--- src/rtl/vector_pkg.sv ---
// ---------------------------------------------------------------------------
// vector_pkg
// Shared definitions for the vector store path: default geometry of a vector
// (lane count, element width, address width), the lane/vector types, and the
// state encoding used by vector_store_serializer.
// No ports; imported with "import vector_pkg::*;".
// ---------------------------------------------------------------------------
package vector_pkg;

    localparam int DEFAULT_DATA_WIDTH = 8;
    localparam int DEFAULT_LANES      = 6;
    localparam int DEFAULT_ADDR_WIDTH = 16;

    typedef logic [DEFAULT_DATA_WIDTH-1:0] lane_t;
    typedef lane_t [DEFAULT_LANES-1:0]     vec_t;

    typedef enum logic [1:0] {
        IDLE,
        WRITE,
        DONE
    } vstore_state_t;

endpackage

--- src/rtl/lane_priority_encoder.sv ---
// ---------------------------------------------------------------------------
// lane_priority_encoder
// Purely combinational: returns the index of the lowest set bit of a lane
// mask, so lanes are always drained in ascending order.
// Ports:
//   pending_i  in   LANES   lanes still waiting to be stored
//   index_o    out  IDX_W   lowest-indexed set lane (0 when none set)
//   any_o      out  1       at least one lane is set
// ---------------------------------------------------------------------------
module lane_priority_encoder #(
    parameter int LANES = 6,
    parameter int IDX_W = (LANES > 1) ? $clog2(LANES) : 1
) (
    input  logic [LANES-1:0] pending_i,
    output logic [IDX_W-1:0] index_o,
    output logic             any_o
);

    // Scan from the top down so the last hit, the lowest set lane, wins.
    always_comb begin
        index_o = '0;
        any_o   = |pending_i;
        for (int i = LANES - 1; i >= 0; i--) begin
            if (pending_i[i]) begin
                index_o = IDX_W'(i);
            end
        end
    end

endmodule

--- src/rtl/vector_store_serializer.sv ---
// ---------------------------------------------------------------------------
// vector_store_serializer
// Drains a whole vector result into byte-wide data memory, one enabled lane
// per accepted memory write, lowest lane first. Disabled lanes take no cycles.
// After the last write (or straight away for an empty mask) a single DONE
// cycle pulses 'done' before the block returns to IDLE.
//
// Optional build macro: VSTORE_STRIDE_EN adds a 'stride' input; lane k is then
// written to base + k*stride. Without it lane k goes to base + k.
//
// Ports:
//   clk          in   1                   system clock, rising edge
//   reset        in   1                   asynchronous active-high reset
//   start_valid  in   1                   request to store a vector
//   start_ready  out  1                   request can be accepted (IDLE)
//   base_addr    in   ADDR_WIDTH          address of lane 0
//   stride       in   ADDR_WIDTH          lane address step (VSTORE_STRIDE_EN)
//   data_in      in   LANES*DATA_WIDTH    packed vector, lane i at [i*DW +: DW]
//   mask_in      in   LANES               1 = store this lane
//   mem_we       out  1                   memory write request
//   mem_addr     out  ADDR_WIDTH          write address
//   mem_wdata    out  DATA_WIDTH          write data
//   mem_ready    in   1                   memory accepts the write this cycle
//   busy         out  1                   in WRITE or DONE
//   done         out  1                   one-cycle pulse, vector fully stored
// ---------------------------------------------------------------------------
module vector_store_serializer
    import vector_pkg::*;
#(
    parameter int DATA_WIDTH = DEFAULT_DATA_WIDTH,
    parameter int LANES      = DEFAULT_LANES,
    parameter int ADDR_WIDTH = DEFAULT_ADDR_WIDTH
) (
    input  logic                        clk,
    input  logic                        reset,
    input  logic                        start_valid,
    output logic                        start_ready,
    input  logic [ADDR_WIDTH-1:0]       base_addr,
`ifdef VSTORE_STRIDE_EN
    input  logic [ADDR_WIDTH-1:0]       stride,
`endif
    input  logic [LANES*DATA_WIDTH-1:0] data_in,
    input  logic [LANES-1:0]            mask_in,
    output logic                        mem_we,
    output logic [ADDR_WIDTH-1:0]       mem_addr,
    output logic [DATA_WIDTH-1:0]       mem_wdata,
    input  logic                        mem_ready,
    output logic                        busy,
    output logic                        done
);

    localparam int IDX_W = (LANES > 1) ? $clog2(LANES) : 1;

    vstore_state_t                         state_q, state_d;
    logic [LANES-1:0]                      pending_q, pending_d;
    logic [LANES-1:0][DATA_WIDTH-1:0]      data_q, data_d;
    logic [ADDR_WIDTH-1:0]                 base_q, base_d;
    logic [IDX_W-1:0]                      k_q, k_d;
    logic                                  mem_we_q, mem_we_d;
    logic [ADDR_WIDTH-1:0]                 mem_addr_q, mem_addr_d;
    logic [DATA_WIDTH-1:0]                 mem_wdata_q, mem_wdata_d;

    logic [LANES-1:0][DATA_WIDTH-1:0]      data_in_lanes;
    logic [LANES-1:0]                      enc_in;
    logic [LANES-1:0]                      cleared_mask;
    logic [IDX_W-1:0]                      enc_idx;
    logic                                  enc_any;
    logic [ADDR_WIDTH-1:0]                 stride_new;
    logic [ADDR_WIDTH-1:0]                 stride_cur;

    assign data_in_lanes = data_in;

    // The lane being presented is always pending, so dropping it leaves exactly
    // the lanes still owed to memory.
    assign cleared_mask = pending_q & ~(LANES'(1) << k_q);

`ifdef VSTORE_STRIDE_EN
    logic [ADDR_WIDTH-1:0] stride_q, stride_d;

    assign stride_new = stride;
    assign stride_cur = stride_q;

    always_comb begin
        stride_d = stride_q;
        if (state_q == IDLE && start_valid) begin
            stride_d = stride;
        end
    end

    always_ff @(posedge clk or posedge reset) begin
        if (reset) begin
            stride_q <= '0;
        end else begin
            stride_q <= stride_d;
        end
    end
`else
    assign stride_new = ADDR_WIDTH'(1);
    assign stride_cur = ADDR_WIDTH'(1);
`endif

    // Address arithmetic is deliberately truncated: running past the top of
    // the address space wraps silently.
    function automatic logic [ADDR_WIDTH-1:0] lane_addr(
        input logic [ADDR_WIDTH-1:0] base,
        input logic [IDX_W-1:0]      idx,
        input logic [ADDR_WIDTH-1:0] step
    );
        return base + ADDR_WIDTH'(idx) * step;
    endfunction

    // One encoder serves both the first lane (taken straight from the request)
    // and every following lane (taken from the mask with the current lane
    // removed), so the next write is ready in the register the cycle after
    // the previous one is accepted.
    lane_priority_encoder #(
        .LANES (LANES),
        .IDX_W (IDX_W)
    ) u_enc (
        .pending_i (enc_in),
        .index_o   (enc_idx),
        .any_o     (enc_any)
    );

    // Next-state logic. Memory-facing outputs are computed here one cycle
    // ahead and registered, so they stay put while the memory stalls.
    always_comb begin
        state_d     = state_q;
        pending_d   = pending_q;
        data_d      = data_q;
        base_d      = base_q;
        k_d         = k_q;
        mem_we_d    = mem_we_q;
        mem_addr_d  = mem_addr_q;
        mem_wdata_d = mem_wdata_q;
        enc_in      = cleared_mask;

        unique case (state_q)
            IDLE: begin
                enc_in = mask_in;
                if (start_valid) begin
                    pending_d = mask_in;
                    data_d    = data_in_lanes;
                    base_d    = base_addr;
                    if (enc_any) begin
                        state_d     = WRITE;
                        k_d         = enc_idx;
                        mem_we_d    = 1'b1;
                        mem_addr_d  = lane_addr(base_addr, enc_idx, stride_new);
                        mem_wdata_d = data_in_lanes[enc_idx];
                    end else begin
                        state_d = DONE;
                    end
                end
            end
            WRITE: begin
                if (mem_ready) begin
                    pending_d = cleared_mask;
                    if (enc_any) begin
                        k_d         = enc_idx;
                        mem_addr_d  = lane_addr(base_q, enc_idx, stride_cur);
                        mem_wdata_d = data_q[enc_idx];
                    end else begin
                        mem_we_d = 1'b0;
                        state_d  = DONE;
                    end
                end
            end
            DONE: begin
                state_d = IDLE;
            end
            default: begin
                state_d  = IDLE;
                mem_we_d = 1'b0;
            end
        endcase
    end

    // State and datapath registers; reset abandons any store in progress.
    always_ff @(posedge clk or posedge reset) begin
        if (reset) begin
            state_q     <= IDLE;
            pending_q   <= '0;
            data_q      <= '0;
            base_q      <= '0;
            k_q         <= '0;
            mem_we_q    <= 1'b0;
            mem_addr_q  <= '0;
            mem_wdata_q <= '0;
        end else begin
            state_q     <= state_d;
            pending_q   <= pending_d;
            data_q      <= data_d;
            base_q      <= base_d;
            k_q         <= k_d;
            mem_we_q    <= mem_we_d;
            mem_addr_q  <= mem_addr_d;
            mem_wdata_q <= mem_wdata_d;
        end
    end

    assign start_ready = (state_q == IDLE);
    assign busy        = (state_q != IDLE);
    assign done        = (state_q == DONE);
    assign mem_we      = mem_we_q;
    assign mem_addr    = mem_addr_q;
    assign mem_wdata   = mem_wdata_q;

endmodule

--- config.mk ---
export PLATFORM = sky130hd
export DESIGN_NAME = vector_store_serializer
export DESIGN_NICKNAME = d
export VERILOG_FILES = /design/src/rtl/vector_pkg.sv /design/src/rtl/lane_priority_encoder.sv /design/src/rtl/vector_store_serializer.sv
export SDC_FILE = /design/constraint.sdc
export NUM_CORES = 1
export LEC_CHECK = 0
export BUFFER_PORTS_ARGS = -buffer_cell sky130_fd_sc_hd__buf_4
export CAP_MARGIN = 20
export CORE_ASPECT_RATIO = 0.8
export CORE_UTILIZATION = 25
export DETAILED_ROUTE_END_ITERATION = 12
export HOLD_SLACK_MARGIN = 0.05
export PLACE_DENSITY = 0.47
export RECOVER_POWER = 100
export SYNTH_ARGS = -nofsm -noshare
export SYNTH_HDL_FRONTEND = slang
export SYNTH_SLANG_ARGS = --single-unit
export TNS_END_PERCENT = 1
--- constraint.sdc ---
create_clock -name clk -period 8.41 [get_ports clk]
set_clock_uncertainty 0.05 [all_clocks]
set_input_delay 0.4205 -clock clk [delete_from_list [all_inputs] [get_ports clk]]
set_output_delay 0.4205 -clock clk [all_outputs]
set_load 0.1 [all_outputs]
==> metrics <==
hpwl dp=12,430 µm; Worst-path clk slew=0.07 ns; global-route usage over all layers=0.1550; total number of vias=4,658; CTS tree=done; main flop type after synthesis=dfrtp_1; largest family of logic cells by synthesized area=multiplexers; Slew Limit Headroom=-1.675; Final TNS setup=0 ns; GR Util met2=0.2252; worst endpoint required time=8.60 ns; initial core utilization=0.2588; final period utilization=0.5897; compound-cell area share of the yosys netlist=0.1721; Synth Area in Simple Gates=0.1210; Post-Syn Area=0.005657 mm²; post-synth top area cell=dfrtp_1; Starting DRT DRC Count=298; GRT Max-Usage Layer=met1; Vias/cell=4.903; Die ar.=0.02324 mm²; pwr/cell area=461.8 mW/mm²; TritonCTS buffer count=9; drt total wl=17,300 µm; Post-synth EDFFs=0; Yosys Warn Count=0; Netlist cell types=58; Avg WL per Cell=18.21 µm; gr ovfl total=0; worst path arrival time=5.15 ns; number of remaining DRC errors=0; FMAX=201.6 MHz; worst vdd ir=0.0001326 V; Final Net Count=723; Die Span Y=136.5 µm; worst min path class=input pin to flop; commonest non-fill, non-tap cell in the layout=dfrtp_1; Rows=48; largest net degree at the start of global routing=69; clk buf depth=2; vias in the first global route=4,704; clock period minus worst slack=4.959 ns; final setup violation count=0; top-area cell type share of the netlist area=0.4424; Final Hold Fails=0; Least-Margin Pin Slew=4.012 ns; max-slew violations=224; antenna violations before repair=0; core area=0.02186 mm²; GR Util met1=0.2283; XOR/XNOR Fraction of Synth Area=0.02013; CTS H-Tree Depth=3; Post-CTS Resized=0; CTS root buf=clkbuf_16; Worst-Skew Late Latency=0.35 ns; failing checks=max-capacitance violations, max-slew violations; first-pass GRT wire length=27,340 µm; RSZ-0062 raised after global routing=no; # diodes=0; syn nets=641; CP endpoint kind=flop; most frequent cells in the layout=dfrtp_1 (100), nand2_1 (82), buf_4 (76), mux2_2 (70), o21ai_0 (43); crit-path max FO=23; hold_ws=0.2583 ns; Pre-antenna DRT Iters=5; GPL Wtd Cong=0.8449; met3 usage=0.03875; Area growth syn-to-layout=21.04%; Post-CTS Setup Inserts=0; I/O pin cnt=102; Post-synth ARST share=1.000; Post-Synthesis Cells=563; Lkg Pwr=2.878 nW; CP startpoint kind=flop; adder-cell area share of the yosys netlist=0.01017; clk sink count=100; Synth Area per Inst=10.05 µm²; #FFs+latches synth=100; antenna-violating nets left=0; synth top area cells=dfrtp_1 (44%), mux2_2 (14%), nand2_1 (5.4%), mux2i_1 (4.1%), o21ai_0 (3.8%); max_cap viols=5; fraction of layout cells with a size suffix above 1=0.2677; Port Buffers=101; post-synthesis sequential area ratio=0.4424; CTS hold repair buffers=0; Setup CP Type=flop to flop; Die Span X=170.2 µm; post-synthesis mux area share=0.1827; status=finished with violations
==> state kept, by name (all words and copies together), names as in the netlist <==
| register | count |
|---|---|
| base_q | 16 |
| data_q | 48 |
| k_q | 3 |
| mem_addr | 16 |
| mem_wdata | 8 |
| mem_we | 1 |
| pending_q | 6 |
| state_q | 2 |
==> path summary, 6_finish.rpt <==
kind | depth (start not counted) | to | slack, ns | from
setup reg to reg | 12 | mem_addr[9] | 3.45 | state_q[0]
min in group asynchronous | 2 | mem_we | 0.55 | reset
setup / recovery | 12 | mem_addr[9] | 3.45 | state_q[0]
hold reg to reg | 2 | mem_addr[2] | 0.43 | mem_addr[2]
hold / removal | 2 | data_q[34] | 0.26 | data_in[34]
max in group asynchronous | 3 | data_q[39] | 4.00 | reset
==> cells in the mapped netlist, drive strengths merged (3+ instances only) <==
cell,n
dfrtp,100
nand2,82
mux2,71
o21ai,44
inv,26
buf,23
mux2i,23
a21oi,17
clkbuf,16
nor2,14
o211ai,13
a211oi,10
a21boi,10
a32oi,9
nand4,9
nand3,8
and2,7
xor2,7
nand2b,6
o2111ai,6
xnor2,6
o221ai,5
o41ai,5
nor2b,4
nor3,4
o31ai,4
a2111oi,3
a31oi,3
ha,3
nor3b,3
or2,3
==> worst max-delay path: stages, from the launching register on <==
cell	delay, ns
dfrtp_1	0.54
or2_0	0.50
o211ai_1	0.55
o21a_1	0.18
clkbuf_1	0.92
inv_1	0.44
ha_1	0.41
a21o_1	0.18
a21oi_1	0.22
nand4b_1	0.28
or3_1	0.15
nand3_1	0.07
a41o_1	0.33
==> area by class of cell <==
| type | instances | area, µm² |
|---|---|---|
| Timing Repair Buffer | 110 | 703.2 |
| Fill cell | 2316 | 15010 |
| Clock buffer | 13 | 260.3 |
| Tap cell | 300 | 375.4 |
| Clock inverter | 3 | 45.04 |
| Multi-Input combinational cell | 398 | 2861 |
| Sequential cell | 100 | 2502 |
| Inverter | 26 | 98.84 |
==> kinds of logic (layout without fill, tap and decap cells) <==
logic type	Yosys count	after routing
AND/OR/NAND/NOR	146	146
AO/OA/AOI/OAI	141	141
flip-flops	100	100
multiplexers	94	94
XOR/XNOR	13	13
adder cells (fa/ha/maj)	4	4
buffers and inverters	65	152
==> power by group <==
part / total [W] / internal (W) / switching, W
clock: 0.000436 / 0.000248 / 0.000188
sequential: 0.000866 / 0.000712 / 0.000154
combinational: 0.00186 / 0.000616 / 0.00124
total: 0.00316 / 0.00158 / 0.00159
==> per-stage QoR <==
step / power [W] / cell area, µm² / setup slack [ns] / utilization / std cells
2_1_floorplan: 0.002324 / 5657 / 5.321 / - / 563
3_3_place_gp: 0.002767 / 6669 / 4.500 / 0.3051 / 933
3_5_place_dp: 0.002789 / 6674 / 4.644 / 0.3053 / 934
4_1_cts: 0.003241 / 6979 / 4.613 / 0.3193 / 950
5_1_grt: 0.003385 / 6847 / 3.041 / 0.3132 / 950
6_report: 0.003161 / 6847 / 3.451 / 0.3132 / 950
==> metal layers <==
layer / wire length [µm] / vias up
met1: 8651 / 2324
met4: 154 / 0
li1: - / 2194
met2: 7458 / 130
met3: 1032 / 10
met5: 0 / -
Note: power is estimated with default switching activity, not from simulation.
